===== config.mk =====
export PLATFORM = sky130hd
export DESIGN_NAME = deserializador_fifo
export DESIGN_NICKNAME = d
export VERILOG_FILES = /design/src/rtl/deserializador_fifo.sv
export SDC_FILE = /design/constraint.sdc
export NUM_CORES = 1
export LEC_CHECK = 0
export ABC_CLOCK_PERIOD_IN_PS = 3350
export CORE_ASPECT_RATIO = 0.5
export CORE_MARGIN = 2
export CORE_UTILIZATION = 55
export CTS_CLUSTER_DIAMETER = 150
export DETAILED_ROUTE_END_ITERATION = 16
export PLACE_DENSITY_LB_ADDON = 0.3
export SKIP_CTS_REPAIR_TIMING = 1
export SYNTH_ARGS = -nofsm -noshare
export SYNTH_HDL_FRONTEND = slang
export SYNTH_SLANG_ARGS = --single-unit

===== constraint.sdc =====
create_clock -name clock_100khz -period 3.35 [get_ports clock_100khz]
set_clock_uncertainty 0.1 [all_clocks]
set_input_delay 0.67 -clock clock_100khz [delete_from_list [all_inputs] [get_ports clock_100khz]]
set_output_delay 0.67 -clock clock_100khz [all_outputs]
set_load 0.01 [all_outputs]

===== src/rtl/deserializador_fifo.sv =====
// deserializador_fifo
//   Assembles a serial bit stream into WORD_WIDTH-bit words (selectable bit
//   order) and queues completed words in a DEPTH-entry first-word-fall-through
//   buffer. The consumer sees the head word with a ready/ack handshake.
//
// Ports
//   clock_100khz   block clock, rising edge
//   reset          asynchronous active-low reset
//   data_in        serial bit, sampled when write_in is high
//   write_in       data_in valid this cycle
//   ack_in         consumer took data_out; pops the head word
//   clear_in       synchronous clear of partial word, buffer and overflow flag
//   status_out     block can accept a bit this cycle (buffer not full)
//   data_out       head word, 0 when buffer empty
//   data_ready     data_out holds a valid word
//   count_out      words buffered
//   bit_count_out  bits accumulated in the current partial word
//   overflow_out   sticky: a bit was offered while status_out was low
module deserializador_fifo #(
   parameter int WORD_WIDTH = 8,
   parameter int DEPTH      = 4,
   parameter int MSB_FIRST  = 1
) (
   input  logic                          clock_100khz,
   input  logic                          reset,
   input  logic                          data_in,
   input  logic                          write_in,
   input  logic                          ack_in,
   input  logic                          clear_in,
   output logic                          status_out,
   output logic [WORD_WIDTH-1:0]         data_out,
   output logic                          data_ready,
   output logic [$clog2(DEPTH+1)-1:0]    count_out,
   output logic [$clog2(WORD_WIDTH)-1:0] bit_count_out,
   output logic                          overflow_out
);

   localparam int CW = $clog2(DEPTH+1);
   localparam int BW = $clog2(WORD_WIDTH);
   // DEPTH=1 would give a zero-width pointer; keep at least one bit.
   localparam int PW = (DEPTH > 1) ? $clog2(DEPTH) : 1;

   logic [WORD_WIDTH-1:0] shift_q, shift_d;
   logic [BW-1:0]         bit_cnt_q, bit_cnt_d;
   logic [PW-1:0]         wr_ptr_q, wr_ptr_d;
   logic [PW-1:0]         rd_ptr_q, rd_ptr_d;
   logic [CW-1:0]         count_q, count_d;
   logic                  ovf_q, ovf_d;
   logic [WORD_WIDTH-1:0] mem_q [DEPTH];

   logic                  accept, push, pop, last_bit;
   logic [WORD_WIDTH-1:0] shifted;

   function automatic logic [PW-1:0] ptr_next(input logic [PW-1:0] p);
      // Explicit wrap so non-power-of-2 depths never index past DEPTH-1.
      return (p == PW'(DEPTH-1)) ? '0 : p + PW'(1);
   endfunction

   assign status_out    = (count_q < CW'(DEPTH));
   assign data_ready    = (count_q != '0);
   assign data_out      = data_ready ? mem_q[rd_ptr_q] : '0;
   assign count_out     = count_q;
   assign bit_count_out = bit_cnt_q;
   assign overflow_out  = ovf_q;

   always_comb begin
      accept   = write_in & status_out;
      pop      = ack_in & data_ready;
      last_bit = (bit_cnt_q == BW'(WORD_WIDTH-1));
      push     = accept & last_bit;
      shifted  = (MSB_FIRST != 0) ? {shift_q[WORD_WIDTH-2:0], data_in}
                                  : {data_in, shift_q[WORD_WIDTH-1:1]};

      shift_d   = shift_q;
      bit_cnt_d = bit_cnt_q;
      wr_ptr_d  = wr_ptr_q;
      rd_ptr_d  = rd_ptr_q;
      count_d   = count_q;
      ovf_d     = ovf_q;

      if (clear_in) begin
         shift_d   = '0;
         bit_cnt_d = '0;
         wr_ptr_d  = '0;
         rd_ptr_d  = '0;
         count_d   = '0;
         ovf_d     = 1'b0;
      end else begin
         if (accept) begin
            shift_d   = shifted;
            bit_cnt_d = last_bit ? '0 : bit_cnt_q + BW'(1);
         end
         if (write_in && !status_out) ovf_d = 1'b1;
         if (push) wr_ptr_d = ptr_next(wr_ptr_q);
         if (pop)  rd_ptr_d = ptr_next(rd_ptr_q);
         unique case ({push, pop})
            2'b10:   count_d = count_q + CW'(1);
            2'b01:   count_d = count_q - CW'(1);
            default: count_d = count_q;
         endcase
      end
   end

   always_ff @(posedge clock_100khz or negedge reset) begin
      if (!reset) begin
         shift_q   <= '0;
         bit_cnt_q <= '0;
         wr_ptr_q  <= '0;
         rd_ptr_q  <= '0;
         count_q   <= '0;
         ovf_q     <= 1'b0;
      end else begin
         shift_q   <= shift_d;
         bit_cnt_q <= bit_cnt_d;
         wr_ptr_q  <= wr_ptr_d;
         rd_ptr_q  <= rd_ptr_d;
         count_q   <= count_d;
         ovf_q     <= ovf_d;
      end
   end

   // Storage needs no reset: data_out is forced to 0 while the buffer is empty.
   // The completed word includes the bit accepted on this edge (shifted).
   always_ff @(posedge clock_100khz) begin
      if (push && !clear_in) mem_q[wr_ptr_q] <= shifted;
   end

endmodule


==> Word level (Yosys, flattened, before mapping) <==
Memory sizes are Yosys's and may differ from the RTL's.
Index checks and enable logic that the tools add are counted.
{ "word_totals": {"mem_count": 1, "reg_bits": 18, "ramBits": 32, "input_bits": 6} }
{ "op_classes": {"eq_ne": 5, "n_addsub": 5, "magnitude_cmp": 1, "n_reduce_logical": 10, "n_bitwise": 3, "muxes": 18} }
{ "memory_table": {"columns": ["name", "words", "word_bits", "read_ports", "rd_ports_with_merged_regs", "wr", "line", "rtl"], "rows": [
  ["mem_q", 4, 8, 1, 0, 1, "49", "logic [WORD_WIDTH-1:0] mem_q [DEPTH];"]
]} }
{ "op_table": {"columns": ["operator", "count"], "rows": [
  ["$mux 7", 2],
  ["$mux 2", 6],
  ["$mux 3", 4],
  ["$mux 8", 1],
  ["$reduce_bool 2->1", 4],
  ["$add 3x1->3 const B", 2],
  ["$eq 2x2->1 const B", 3],
  ["$pmux 3 s2", 1],
  ["$reduce_bool 3->1", 2],
  ["$add 2x1->2 const B", 2],
  ["$mux 1", 4],
  ["$and 1x1->1", 3],
  ["$eq 3x3->1 const B", 1],
  ["$lt 3x3->1 const B", 1],
  ["$sub 3x1->3 const B", 1],
  ["$eq 2x1->1 const B", 1],
  ["$logic_and 1x1->1", 2],
  ["$logic_not 1->1", 2]
]} }

==> Longest topological paths before layout <==
Gate-level depths: netlist of run 1.
{ "logic_depth": {"depth_word": 6, "depth_mapped": 8} }

==> Worst setup path after synthesis of run 1 <==
Ideal clock, no wire load.
{ "synth_path": {"kind": "input port to flip-flop", "startpoint": "input write_in", "endpoint": "register count_q[2], in the netlist count_out[2]", "path_buffers": 1, "setup_slack_ns": 0.915, "required_time_ns": 3.176, "arrival_ns": 2.260, "stages": 7, "setup_ns": 0.074, "path_cell_list": "and2b_1 > clkbuf_1 > a21oi_1 > fa_1 > or3b_1 > a21o_1 > a21oi_2"} }
{ "synth_between": {"elab_chain_len": 5} }
{ "synth_lines": {"columns": ["element", "line", "rtl"], "rows": [
  ["start: declaration", "27", "input logic write_in,"],
  ["$and 1x1->1 *", "67", "accept = write_in & status_out;"],
  ["$and 1x1->1 *", "70", "push = accept & last_bit;"],
  ["$eq 2x1->1 / $eq 2x2->1 (equally long branches)", "96", "unique case ({push, pop})"],
  ["$pmux 3 s2", "96", null],
  ["$mux 3", "81", "if (clear_in) begin"],
  ["end signal: assignment", "117", "count_q <= count_d;"],
  ["end: declaration", "47", "logic [CW-1:0] count_q, count_d;"]
]} }
Mark *: on every way between the ends. The rest lies on a longest branch, timed or not.
A chain may end at the register's enable or synchronous reset.

==> Worst setup path in the final report of run 1 <==
{ "layout_path": {"startpoint": "register rd_ptr_q[0]", "endpoint": "output data_out[7]"} }
{ "layout_between": {"elab_chain_len": 2} }
{ "layout_lines": {"columns": ["element", "line", "rtl"], "rows": [
  ["start: declaration", "46", "logic [PW-1:0] rd_ptr_q, rd_ptr_d;"],
  ["start signal: assignment", "116", "rd_ptr_q <= rd_ptr_d;"],
  ["$mem_v2 4x8", null, null],
  ["$mux 8", "61", "assign data_out = data_ready ? mem_q[rd_ptr_q] : '0;"],
  ["end: declaration", "31", "output logic [WORD_WIDTH-1:0] data_out,"]
]} }
Every way passes these cells.

==> results of run 1 <==
worst min-delay path: cells and delay by family (launching register included):
family,cells,cell delay (ns)
DFF,1,0.37
AOI/OAI and AO/OA,1,0.05
and+or+nand+nor,1,0.07
synthesized netlist by cell type, drive strengths merged:
cell type  number
mux4            8
nand2          19
buf             3
nor2            8
mux2i           2
ha              7
nand3           2
nand2b          1
and2b           1
clkbuf          4
a21oi          16
or3b            1
dfrtp          18
edfxtp         32
xnor2           1
nand3b          1
inv             4
xor2            1
fa              1
nor3            4
and2            4
nand4           1
nor2b           8
a21o            1
o31ai           1
cell families (layout without fill, tap and decap cells):
logic type      after synthesis  count (layout)  synth area share
xor+xnor                      2               2           0.01158
mux                          10              10           0.09259
buf+inv                      11              37           0.02314
compound gates               18              18           0.05208
flops                        50              50            0.6528
fa+ha+maj                     8               8           0.04977
simple gates                 50              50            0.1181
sequential cells by signal, indices dropped and copies added, names as in the netlist:
name / count
shift_q: 7
count_out: 3
overflow_out: 1
mem_q: 32
wr_ptr_q: 2
bit_count_out: 3
rd_ptr_q: 2
layout make-up:
class / count / area, sq um / share of cell area
repair buffers: 25 / 242.7 / 0.09604
clock inverters: 3 / 21.27 / 0.008416
multi-input cells: 88 / 700.7 / 0.2772
clock buffers: 5 / 68.82 / 0.02723
well taps: 54 / 67.56 / 0.02673
inverters: 4 / 15.01 / 0.005941
flip-flops and latches: 50 / 1411 / 0.5584
path summary, 6_finish.rpt:
check	start	to	slack, ns	cells past startpoint
max in group asynchronous	reset	shift_q[6]	1.95	1
hold reg to reg	overflow_out	overflow_out	0.42	2
hold / removal	overflow_out	overflow_out	0.42	2
setup reg to reg	count_out[1]	count_out[2]	1.00	6
min in group asynchronous	reset	shift_q[1]	0.71	1
setup / recovery	rd_ptr_q[0]	data_out[7]	0.34	3
per-layer routing:
| metal | vias to the layer above | wire [um] |
|---|---|---|
| li1 | 579 | - |
| met1 | 604 | 1591 |
| met2 | 30 | 1754 |
| met3 | 4 | 167 |
| met4 | 0 | 51 |
| met5 | - | 0 |
power groups by stage:
stage / combinational [W] / clock, W / sequential [W]
after floorplan: 0.0000157 / 0 / 0.000673
after CTS: 0.0000381 / 0.000351 / 0.000661
after detailed placement: 0.0000380 / 0 / 0.000674
after global placement: 0.0000371 / 0 / 0.000674
final: 0.0000376 / 0.000342 / 0.000661
after global routing: 0.0000415 / 0.000375 / 0.000661
per-stage QoR:
stage,std cells,total power (W),cell area (sq um),hold WS [ns]
2_1_floorplan,149,0.0006891,2162,0.2744
3_3_place_gp,221,0.0007109,2437,0.3902
3_5_place_dp,221,0.0007121,2437,0.3975
4_1_cts,229,0.001050,2527,0.4217
5_1_grt,229,0.001077,2527,0.4389
6_report,229,0.001040,2527,0.4219
==> flow_summary.ini, run 1 <==
[finish]
fillerInstances = 282
drive_gt1_frac = 0.1314
fin_nets = 188
syn2layout_area_growth_pct = 16.90
utilization = 0.6576
antenna_cells = 0
final_common_cell = edfxtp_1
mostFrequentLayoutCells = edfxtp_1, clkdlybuf4s50_1, nand2_1

[pwr]
seqPwrFrac = 0.635
netSwitchingPower_w = 0.0002208
power.density_mw_per_mm2 = 411.4
p_leak_nw = 0.9565
p_comb_frac = 0.036
p_clk_frac = 0.328
ir_worst_vdd_v = 0.0001958
p_sw_frac = 0.2123
p_int_w = 0.0008189

[critical_path]
endpoint_kind = output port
path_cells = mux4_2 > nor2b_1 > clkdlybuf4s50_1
critical-path-slowest-cell = dfrtp_1
cp_top_family = flip-flops
cp_max_fo = 11
cp.required_ns = 2.58
crit_type = reg2out
worstPathArrival_ns = 2.24
critPathMaxStageDelay_ns = 0.73
path_buf_inv = 1
start_kind = flop

[placement]
place_congestion = 0.7380
portBuffers = 22
hpwl_um = 2363
dp_slack_ns = 0.5658

[sta]
finalSetupTns_ns = 0
finalMaxSlewViolations = 0
rsz0062_at_grt = false
finalCritPeriodShare = 0.8983
setup_viol = 0
setup_slack_ns = 0.3407
fmax_mhz = 332.3
min_period_ns = 3.009
maxSlewHeadroom = 0.4774
worstMarginPinSlew_ns = 0.7814
hold_viol = 0

[detailed_routing]
drt-initial-drc-count = 83
vias_per_cell = 5.314
drc = 0
drtAntennaViolNets = 0
avgRoutedWirePerCell_um = 15.57
wl_um = 3565
drtPass1Iterations = 4
routed-via-count = 1217

[die]
die_y_um = 48.34
dieArea_sq_mm = 0.004479
rows = 16
core-area_sq_mm = 0.003844
boundaryPins = 23
die_w_um = 92.67
initial_core_util = 0.5625

[run_status]
status = finished clean

[global_route]
grt_use_met2 = 0.3041
grt_pass1_wl_um = 6058
overflow = 0
grtUsageMet1 = 0.2306
grt_pass1_vias = 1240
met3_usage = 0.05452
antenna_found_initial = 0
grt_max_degree = 20
busiest_layer = met2
track_usage = 0.1843

[clocking]
cts.path.max_buffers = 2
clk_latency_ns = 0.30
clkTransAtPathRegs_ns = 0.09
cts_buffers = 5
cts_tree = done
cts_max_level = 2
cts_root_buf = clkbuf_8
clock_sinks = 50

[yosys]
syn_area_sq_mm = 0.002162
avgSynthCellArea_sq_um = 14.51
yosys.area.top_type = edfxtp_1
synth_top_area_frac = 0.4444
synth_cells = 149
ys_warn_count = 0
synthDistinctLibCells = 28
ys_ff_latch = 50
synth_fp_nets = 163
ys_seq_area_frac = 0.6528
synth_area_leaders = edfxtp_1, dfrtp_1, mux4_2, ha_1, a21oi_1

[run]
timing.max_cap.violations = 0

[worst_hold_path]
hp-class = reg2reg
No activity file was read; power rests on OpenSTA's default activity.
==> inputs of run 2 (changes only) <==
--- a/config.mk
+++ b/config.mk
@@ -14,2 +14,3 @@
 export PLACE_DENSITY_LB_ADDON = 0.3
+export RECOVER_POWER = 25
 export SKIP_CTS_REPAIR_TIMING = 1
==> constraint.sdc (replaced) <==
create_clock -name clock_100khz -period 3.35 [get_ports clock_100khz]
set_clock_uncertainty 0.1 [all_clocks]
set_input_delay 0.335 -clock clock_100khz [delete_from_list [all_inputs] [get_ports clock_100khz]]
set_output_delay 0.335 -clock clock_100khz [all_outputs]
set_load 0.01 [all_outputs]
==> flow_summary.ini, run 2 (synthesis gave the netlist of run 1 again) <==
[run_status]
status = finished clean

[clocking]
cts_tree = done
cts_max_level = 2
cts_root_buf = clkbuf_8
clk_latency_ns = 0.30
cts.path.max_buffers = 2
clock_sinks = 50
cts_buffers = 5
clkTransAtPathRegs_ns = 0.08

[die]
initial_core_util = 0.5625
boundaryPins = 23
die_y_um = 48.34
die_w_um = 92.67
core-area_sq_mm = 0.003844
dieArea_sq_mm = 0.004479
rows = 16

[placement]
place_congestion = 0.7702
hpwl_um = 2369
portBuffers = 22
dp_slack_ns = 0.6446

[finish]
largest-register = mem_q
fin_nets = 187
syn2layout_area_growth_pct = 17.48
final_common_cell = edfxtp_1
antenna_cells = 0
mostFrequentLayoutCells = edfxtp_1, clkdlybuf4s50_1, nand2_1
largest_register_ffs = 32
top_regs = mem_q: 32 flops, shift_q: 7 flops
drive_gt1_frac = 0.1207

[global_route]
grt_max_degree = 20
grt_use_met2 = 0.3090
grtUsageMet1 = 0.2448
grt_pass1_vias = 1215
overflow = 0
grt_pass1_wl_um = 6044
track_usage = 0.1863
busiest_layer = met2
met3_usage = 0.04673
antenna_found_initial = 0

[detailed_routing]
avgRoutedWirePerCell_um = 15.82
wl_um = 3606
vias_per_cell = 5.390
drtPass1Iterations = 4
drc = 0
drt-initial-drc-count = 39
drtAntennaViolNets = 0
routed-via-count = 1229

[critical_path]
cp.required_ns = 2.91
cp_top_family = flip-flops
cp_max_fo = 11
worstPathArrival_ns = 2.23
start_kind = flop
endpoint_kind = output port
crit_type = reg2out
critical-path-slowest-cell = dfrtp_1
path_buf_inv = 1
path_cells = mux4_2 > nor2b_1 > clkdlybuf4s50_1
critPathMaxStageDelay_ns = 0.73

[worst_hold_path]
hp-class = in2async

[pwr]
ir_worst_vdd_v = 0.0002211
p_leak_nw = 0.9593
power.density_mw_per_mm2 = 436.9

[sta]
rsz0062_at_grt = false
maxSlewHeadroom = 0.4695
fmax_mhz = 375.6
finalMaxSlewViolations = 0
hold_viol = 0
setup_viol = 0
worstMarginPinSlew_ns = 0.7933
finalSetupTns_ns = 0
finalCritPeriodShare = 0.7948
min_period_ns = 2.662
setup_slack_ns = 0.6875

[run]
timing.max_cap.violations = 0
run 2: changes by cell type in the layout (fill, tap and decap cells not counted), sizes merged:
cell | previous run | this run
buf | 3 | 2
bufinv | 0 | 1
clkbuf | 5 | 6
clkdlybuf4s50 | 22 | 21
clkinv | 2 | 0
dlygate4sd3 | 0 | 1
run 2: per-layer routing:
metal,share of wire,vias to the layer above,routed length (um)
li1,-,581,-
met1,0.45,613,1605
met2,0.50,29,1793
met3,0.042,6,150
met4,0.016,0,56
met5,0,-,0
run 2: through the flow:
| stage | instances | hold WS [ns] | utilization | total power, W | instance area, sq um |
|---|---|---|---|---|---|
| 2_1_floorplan | 149 | -0.06059 | - | 0.0006891 | 2162 |
| 3_3_place_gp | 220 | 0.3850 | 0.6322 | 0.0007099 | 2430 |
| 3_5_place_dp | 220 | 0.4192 | 0.6322 | 0.0007109 | 2430 |
| 4_1_cts | 228 | 0.4043 | 0.6608 | 0.001116 | 2540 |
| 5_1_grt | 228 | 0.4590 | 0.6608 | 0.001147 | 2540 |
| 6_report | 228 | 0.3887 | 0.6608 | 0.001110 | 2540 |
run 2: cell type report:
cell class                      count  area (sq um)
Sequential cell                    50          1411
Fill cell                         285          1304
Multi-Input combinational cell     88         700.7
Timing Repair Buffer               24         235.2
Clock buffer                        6         72.57
Tap cell                           54         67.56
Clock inverter                      2         37.54
Inverter                            4         15.01
run 2: worst paths after layout:
kind,startpoint,to,slack [ns],cells after the start
max,rd_ptr_q[0],data_out[4],0.69,3
min reg2reg,overflow_out,overflow_out,0.43,2
min in group clock_100khz,overflow_out,overflow_out,0.43,2
max reg2reg,count_out[2],count_out[2],0.93,6
max in group asynchronous,reset,bit_count_out[1],2.27,1
min,reset,shift_q[3],0.39,1
run 2: where the power goes:
part	leakage, nW	internal [W]	switching, W
Sequential	0.558	0.000656	0.00000494
Combinational	0.350	0.0000156	0.0000205
Clock	0.0514	0.000223	0.000190
Total	0.959	0.000894	0.000216
